File: config.mk
export PLATFORM = sky130hd
export DESIGN_NAME = mux_arb_reg_flat
export DESIGN_NICKNAME = d
export VERILOG_FILES = /design/src/rtl/mux_arb_reg_pkg.sv /design/src/rtl/mux_arb_reg_if.sv /design/src/rtl/mux_arb_reg_arb.sv /design/src/rtl/mux_arb_reg.sv /design/src/flat_wrapper.sv
export SDC_FILE = /design/constraint.sdc
export NUM_CORES = 1
export LEC_CHECK = 0
export CAP_MARGIN = 20
export CORE_MARGIN = 2
export CORE_UTILIZATION = 34
export CTS_BUF_LIST = sky130_fd_sc_hd__clkbuf_4
export CTS_CLUSTER_DIAMETER = 80
export DETAILED_ROUTE_END_ITERATION = 10
export GPL_TIMING_DRIVEN = 0
export PLACE_DENSITY_LB_ADDON = 0.05
export SYNTH_ARGS = -nofsm -noshare
export SYNTH_HDL_FRONTEND = slang
export SYNTH_SLANG_ARGS = --single-unit
File: constraint.sdc
create_clock -name clk -period 2.1 [get_ports clk]
set_clock_uncertainty 0.2 [all_clocks]
set_input_delay 0.525 -clock clk [delete_from_list [all_inputs] [get_ports clk]]
set_output_delay 0.525 -clock clk [all_outputs]
set_load 0.005 [all_outputs]
File: src/rtl/mux_arb_reg_pkg.sv
// Shared types for the registered arbitrating multiplexer.
// Arbitration mode and packet-lock state encodings.
package mux_pkg;

    typedef enum logic {
        MUX_ARB_PRY = 1'b0,
        MUX_ARB_RR  = 1'b1
    } arb_mode_e;

    typedef enum logic {
        IDLE   = 1'b0,
        LOCKED = 1'b1
    } lock_st_e;

endpackage

File: src/rtl/mux_arb_reg_if.sv
// Request/response bundle for mux_arb_reg.
// slave is the mux side, master the producer/consumer side.
interface mux_arb_reg_if #(
    parameter type DAT_T = logic [3:0],
    parameter int  WIDTH = 4,
    parameter int  IDX_W = (WIDTH > 1) ? $clog2(WIDTH) : 1
);

    logic [WIDTH-1:0] req_vld;
    logic [WIDTH-1:0] req_rdy;
    logic [WIDTH-1:0] req_lst;
    DAT_T [WIDTH-1:0] req_dat;
    logic             out_vld;
    logic             out_rdy;
    logic             out_lst;
    logic [IDX_W-1:0] out_idx;
    DAT_T             out_dat;

    modport master (
        output req_vld, req_lst, req_dat, out_rdy,
        input  req_rdy, out_vld, out_lst, out_idx, out_dat
    );

    modport slave (
        input  req_vld, req_lst, req_dat, out_rdy,
        output req_rdy, out_vld, out_lst, out_idx, out_dat
    );

endinterface

File: src/rtl/mux_arb_reg_arb.sv
// Combinational fixed-priority / round-robin arbiter.
// Emits a one-hot grant (or zero) and its encoded index.
module arb_pry_rr
    import mux_pkg::*;
#(
    parameter int WIDTH = 4,
    parameter int MODE  = 0,
    parameter int IDX_W = (WIDTH > 1) ? $clog2(WIDTH) : 1
) (
    input  logic [WIDTH-1:0] req,
    input  logic [IDX_W-1:0] ptr,
    output logic [WIDTH-1:0] gnt,
    output logic [IDX_W-1:0] idx
);

    localparam arb_mode_e AM = (MODE != 0) ? MUX_ARB_RR : MUX_ARB_PRY;

    // Later loop iterations overwrite earlier ones, so the last hit wins.
    always_comb begin
        int j;
        gnt = '0;
        idx = '0;
        j   = 0;
        if (AM == MUX_ARB_PRY) begin
            for (int i = 0; i < WIDTH; i++) begin
                if (req[i]) begin
                    gnt    = '0;
                    gnt[i] = 1'b1;
                    idx    = IDX_W'(i);
                end
            end
        end else begin
            for (int k = WIDTH - 1; k >= 0; k--) begin
                j = (int'(ptr) + k) % WIDTH;
                if (req[j]) begin
                    gnt    = '0;
                    gnt[j] = 1'b1;
                    idx    = IDX_W'(j);
                end
            end
        end
    end

endmodule

File: src/rtl/mux_arb_reg.sv
// Registered arbitrating multiplexer with optional packet lock.
// One beat per cycle from the granted channel into a single output register.
module mux_arb_reg
    import mux_pkg::*;
#(
    parameter type DAT_T = logic [3:0],
    parameter int  WIDTH = 4,
    parameter int  MODE  = 0,
    parameter int  LOCK  = 0
) (
    input logic          clk,
    input logic          rst,
    mux_arb_reg_if.slave bus
);

    localparam int IDX_W = (WIDTH > 1) ? $clog2(WIDTH) : 1;

    lock_st_e         st, st_nxt;
    logic [IDX_W-1:0] lidx, lidx_nxt;
    logic [IDX_W-1:0] ptr, ptr_nxt;
    logic [IDX_W-1:0] gidx;
    logic [WIDTH-1:0] req, gnt;
    logic             ld, hit, xfer, lst_g;
    DAT_T             dat_g;

    logic             ov, ol;
    logic [IDX_W-1:0] oi;
    DAT_T             od;

    assign ld = !ov || bus.out_rdy;

    // While locked only the owning channel may compete.
    always_comb begin
        req = bus.req_vld;
        if (LOCK != 0 && st == LOCKED)
            req = bus.req_vld & (WIDTH'(1) << lidx);
    end

    arb_pry_rr #(
        .WIDTH (WIDTH),
        .MODE  (MODE),
        .IDX_W (IDX_W)
    ) u_arb (
        .req (req),
        .ptr (ptr),
        .gnt (gnt),
        .idx (gidx)
    );

    assign hit   = |gnt;
    assign lst_g = bus.req_lst[gidx];
    assign dat_g = bus.req_dat[gidx];
    assign xfer  = ld && hit && !rst;

    assign bus.req_rdy = (ld && !rst) ? gnt : '0;

    always_comb begin
        ptr_nxt = ptr;
        if (MODE != 0 && xfer && (LOCK == 0 || lst_g))
            ptr_nxt = (gidx == IDX_W'(WIDTH - 1)) ? '0 : gidx + 1'b1;
    end

    always_comb begin
        st_nxt   = st;
        lidx_nxt = lidx;
        if (LOCK != 0 && xfer) begin
            unique case (st)
                IDLE: begin
                    if (!lst_g) begin
                        st_nxt   = LOCKED;
                        lidx_nxt = gidx;
                    end
                end
                LOCKED: begin
                    if (lst_g)
                        st_nxt = IDLE;
                end
                default: st_nxt = IDLE;
            endcase
        end
    end

    always_ff @(posedge clk) begin
        if (rst) begin
            st   <= IDLE;
            lidx <= '0;
            ptr  <= '0;
            ov   <= 1'b0;
            ol   <= 1'b0;
            oi   <= '0;
            od   <= '0;
        end else begin
            st   <= st_nxt;
            lidx <= lidx_nxt;
            ptr  <= ptr_nxt;
            if (ld) begin
                ov <= hit;
                if (hit) begin
                    ol <= lst_g;
                    oi <= gidx;
                    od <= dat_g;
                end
            end
        end
    end

    assign bus.out_vld = ov;
    assign bus.out_lst = ol;
    assign bus.out_idx = oi;
    assign bus.out_dat = od;

endmodule

File: src/flat_wrapper.sv
// flat-port wrapper written by rule: the top's interface ports become plain ports
module mux_arb_reg_flat import mux_pkg::*;
#(
    parameter type DAT_T = logic [3:0],
    parameter int  WIDTH = 4,
    parameter int  MODE  = 0,
    parameter int  LOCK  = 0
)
  (clk, rst, bus_req_vld, bus_req_lst, bus_req_dat, bus_out_rdy, bus_req_rdy, bus_out_vld, bus_out_lst, bus_out_idx, bus_out_dat);
  mux_arb_reg_if #(.DAT_T(DAT_T), .WIDTH(WIDTH)) bus_i ();
  input logic clk;
  input logic rst;
  input wire logic [$bits(bus_i.req_vld)-1:0] bus_req_vld;
  input wire logic [$bits(bus_i.req_lst)-1:0] bus_req_lst;
  input wire logic [$bits(bus_i.req_dat)-1:0] bus_req_dat;
  input wire logic [$bits(bus_i.out_rdy)-1:0] bus_out_rdy;
  output wire logic [$bits(bus_i.req_rdy)-1:0] bus_req_rdy;
  output wire logic [$bits(bus_i.out_vld)-1:0] bus_out_vld;
  output wire logic [$bits(bus_i.out_lst)-1:0] bus_out_lst;
  output wire logic [$bits(bus_i.out_idx)-1:0] bus_out_idx;
  output wire logic [$bits(bus_i.out_dat)-1:0] bus_out_dat;
  assign bus_i.req_vld = bus_req_vld;
  assign bus_i.req_lst = bus_req_lst;
  assign bus_i.req_dat = bus_req_dat;
  assign bus_i.out_rdy = bus_out_rdy;
  assign bus_req_rdy = bus_i.req_rdy;
  assign bus_out_vld = bus_i.out_vld;
  assign bus_out_lst = bus_i.out_lst;
  assign bus_out_idx = bus_i.out_idx;
  assign bus_out_dat = bus_i.out_dat;
  mux_arb_reg #(.DAT_T(DAT_T), .WIDTH(WIDTH), .MODE(MODE), .LOCK(LOCK)) u_core (.clk(clk), .rst(rst), .bus(bus_i));
endmodule
After elaboration in Yosys (flattened, before gate mapping)
Cells that the tools add are included.
Widths: inputs -> output; s select.

storage, ports and cells
  logic and storage cells = 23
  bits in writable memories = 0
  register bits = 8
  memories = 0
  bits in latches = 0
  memory bits (read-only) = 0

operators by class
  reduce and logical (&&, ||, !) cells = 6
  divide/modulo/power cells = 0
  equal/unequal tests = 0
  multiplexer cells = 12
  shift operators = 0
  bitwise logic cells = 0
  $add $sub $neg = 0
  multipliers = 0
  order comparisons = 1

operators with widths
  kind                count
  $mux 4              5
  $bmux 4 s2          1
  $mux 2              2
  $reduce_or 4->1     1
  $lt 2x3->1 const B  1
  $mux 1              3
  $bmux 1 s2          1
  $logic_not 1->1     2
  $reduce_and 2->1    1
  $logic_and 1x1->1   1
  $logic_or 1x1->1    1

Longest topological paths before layout
  depth in word-level cells = 6
  mapped depth = 5
  depth with buffers taken out = 3

By module
From an unflattened synthesis, not the netlist that was laid out.

unflattened totals
  cell total of the unflattened synthesis = 56
  area total of the unflattened synthesis = 596.8 sq um

modules (own cells, without submodules)
  module       sequential area each (sq um)  cells an instance  area each (sq um)  instances
  mux_arb_reg  160.2                         49                 546.8              1
  arb_pry_rr   0.0                           7                  50.0               1

Worst setup path after synthesis
No wires, ideal clock.

  path type = input-to-output
  start = in bus_req_vld[3]
  end = out bus_req_rdy[0]
  stages = 3
  data required time = 1375 ps
  setup slack = 236 ps
  arrival time = 1139 ps
  cells stage by stage = buf_6 > nor2_1 > and4b_2

on the way
  longest elaborated chain between the ends = 2

ends and longest elaborated chain
  element      line                   text
  from (decl)  flat_wrapper.sv:13     input wire logic [$bits(bus_i.req_vld)-1:0] bus_req_vld;
  $mux 4       mux_arb_reg_arb.sv:26  if (req[i]) begin
  $mux 4       mux_arb_reg.sv:55      assign bus.req_rdy = (ld && !rst) ? gnt : '0;
  to (decl)    flat_wrapper.sv:17     output wire logic [$bits(bus_i.req_rdy)-1:0] bus_req_rdy;

No other way between the ends.

Final worst setup path
  start = in bus_out_rdy
  end = out bus_req_rdy[0]

on the way
  longest elaborated chain between the ends = 3

ends and longest elaborated chain
  element            line                text
  from (decl)        flat_wrapper.sv:16  input wire logic [$bits(bus_i.out_rdy)-1:0] bus_out_rdy;
  $logic_or 1x1->1   mux_arb_reg.sv:30   assign ld = !ov || bus.out_rdy;
  $logic_and 1x1->1  mux_arb_reg.sv:55
  $mux 4             mux_arb_reg.sv:55

No other way between the ends.

==> flow_summary.toml <==
[run_status]
status = "complete, no violations"

[timing]
fmax_mhz = 488
finalCritPeriodShare_pct = 97.6
relSlewSlack_pct = 68.2
worstMarginPinSlew_ps = 473
rsz0062_at_grt = "no"
setup_violations = 0
setup_slack_ps = 51.2
tns_ps = 0
hold_violations = 0
slew_viol_final = 0
hold_slack_ps = 272
period_needed_ps = 2050

[drt]
wirelength_mm = 1.51
wire_per_inst_um = 13.1
first_pass_iters = 4
first_iter_violations = 21
vias = 609
detail-route-antenna-nets = 0
drc = 0
vias_per_cell = 5.30

[yosys]
synth_compound_area_share_pct = 28.2
ys_warn_count = 0
yosys-mux-area-fraction_pct = 10.8
synth_xor_area_share_pct = 0
syn_inst = 56
synth_cell_types = 21
synth_top_family_by_area = "compound AO/OA/AOI/OAI gates"
postSynthNetCount = 83
synthAdderAreaFrac_pct = 0
avgSynthCellArea_um2 = 9.27
synth_area_leaders = "dfxtp_1 31%, mux2_2 11%, a21oi_1 8.7%, a211oi_1 8.7%, buf_6 6.5%"
synth_top_area_share_pct = 30.8
synthSimpleGateAreaFrac_pct = 21.0
synth-seq-area-share_pct = 30.8
ys_ff_latch = 8
synth_top_cell_by_area = "dfxtp_1"
syn_area_um2 = 519

[power]
power.density_nw_per_um2 = 466
p_leak_nw = 0.398
ir_drop_mv = 0.230

[placement]
postPlaceCellArea_um2 = 900
place_congestion = 0.699
hpwl_mm = 1.20
dp_cells = 108
io_buffers = 36
dp_slack_ps = -916

[global_route]
grt_max_degree = 11
grt_use_total_pct = 17.5
grt_overflow = 0
antenna_found_initial = 0
grt_pass1_vias = 561
grt_first_pass_wirelength_mm = 2.43

[worst_setup_path]
reg2reg_depth = 4
required_ps = 1370
critical-path-max-stage-delay_ps = 220
cp_slowest_cell = "and2b_2"
reg2reg_to = "u_core.bus.out_lst$_SDFFE_PP0P_"
arrival_ps = 1320
rr_startpoint = "u_core.bus.out_vld$_SDFFE_PP0N_"
endpoint = "bus_req_rdy[0]"
crit_type = "input pin to output port"
crit_start = "bus_out_rdy"
endpoint_kind = "output port"
start_kind = "input pin"
worst-path-max-fanout = 2
r2r_slack_ps = 650
cp_cell_sequence = "buf_6 -> and2b_2 -> nor2_2 -> buf_4 -> and4b_2 -> buf_2"

[floorplan]
io_pins = 39
die_area_um2 = 1860
die_y_um = 43.1
row_count = 14
die_w_um = 43.1
core_area_um2 = 1470
initial_core_util_pct = 35.3

[cts]
clk_latency_ps = 260
holdBufCountCts = 0
cts-root-buf = "clkbuf_4"
cts_max_path_buffers = 2
htree_num_levels = 1
cts_sinks = 8
clk_pin_slew_worst_paths_ps = 50
cts_made_buffers = 3
tritoncts = "done"

[cells_and_area]
postLayoutCellArea_um2 = 946
ff_latch_area_um2 = 160
nets = 128
diodes = 0
layout-drive-gt1-share_pct = 31.3
multiInputGateArea_um2 = 322
fin_cells = 115
fill_cells = 139
synthToLayoutAreaGrowth_pct = 82.2

[run]
cap_violations = 0

[hold_path]
min_path_type = "input pin to flop"
holdCritStartpoint = "rst"
## layer usage
| metal | routed length (um) | vias to the layer above | share of wire [%] | global-route usage [%] |
|---|---|---|---|---|
| li1 | - | 308 | - | - |
| met1 | 620 | 255 | 41 | 20.2 |
| met2 | 682 | 41 | 45 | 28.1 |
| met3 | 175 | 5 | 12 | 6.38 |
| met4 | 33 | 0 | 2.2 | 9.09 |
| met5 | 0 | - | 0 | 0 |
## cell type report
class,instances,area share (%)
multi-input cells,42,34.0
repair buffers,40,39.6
well taps,16,2.12
plain buffers,5,4.63
flip-flops and latches,8,16.9
clock buffers,3,2.38
inverters,1,0.397
## cells by family (layout without fill, tap and decap cells)
family / count (synthesis) / after routing
compound gates: 22 / 22
simple gates: 15 / 15
flops: 8 / 8
buf+inv: 6 / 49
mux: 5 / 5
## critical path, delay by kind of cell
family,cells,cell delay [ps]
simple gates,3,510
buf+inv,3,290
## sequential cells by signal, summed over array words and instances (netlist names)
signal	count
u_core.bus.out_vld	1
u_core.bus.out_dat	4
u_core.bus.out_idx	2
u_core.bus.out_lst	1
## worst min-delay path by stage
stage / endpoint / depth (start not counted) / slack, ps
6_report: u_core.bus.out_idx[1]$_SDFFE_PP0P_ / 2 / 270
5_1_grt: u_core.bus.out_idx[1]$_SDFFE_PP0P_ / 2 / 270
4_1_cts: u_core.bus.out_idx[1]$_SDFFE_PP0P_ / 2 / 270
3_5_place_dp: u_core.bus.out_idx[1]$_SDFFE_PP0P_ / 2 / 270
3_3_place_gp: u_core.bus.out_idx[1]$_SDFFE_PP0P_ / 2 / 270
2_1_floorplan: u_core.bus.out_idx[1]$_SDFFE_PP0P_ / 2 / 270
## through the flow
step           power (mW)  utilization (%)
2_1_floorplan       0.233                -
3_3_place_gp        0.318             61.1
3_5_place_dp        0.322             61.1
4_1_cts             0.442             63.6
5_1_grt             0.465             64.3
6_report            0.441             64.3
## cells in the final DEF, fill, tap and decap left out, types with 2 or more instances in the layout
cell	Yosys	layout
clkdlybuf4s50_1	0	28
a21oi_1	9	9
dfxtp_1	8	8
a211oi_1	6	6
mux2_2	5	5
buf_2	1	5
buf_6	3	4
buf_4	0	4
a221oi_1	3	3
clkbuf_4	0	3
and2b_2	2	2
nor4_1	2	2
a222oi_1	2	2
and3b_2	2	2
o21ai_0	2	2
## Yosys cell counts
master and n:
a211oi_1 6, a21oi_1 9, a221oi_1 3, a222oi_1 2, and2_1 1, and2b_2 2
and3_2 1, and3b_1 1, and3b_2 2, and4b_2 1, buf_2 1, buf_6 3
clkbuf_2 1, dfxtp_1 8, inv_1 1, mux2_2 5, nand2b_1 1, nor2_1 3
nor4_1 2, o21ai_0 2, or4_1 1
## power by group
group | switching, mW | total (mW) | internal [mW]
clock | 0.0519 | 0.117 | 0.0654
sequential | 0.00648 | 0.172 | 0.166
combinational | 0.0511 | 0.151 | 0.100
total | 0.109 | 0.441 | 0.331
## what timing repair did
item | 4_1_cts | 5_1_grt
setup endpoints to repair | 5 | 2
gates resized for setup | 25 | 3
pin swaps | 2 | 1
gates cloned | 0 | 0
setup buffers | 3 | 1
Power figures use the tool's default switching activity.
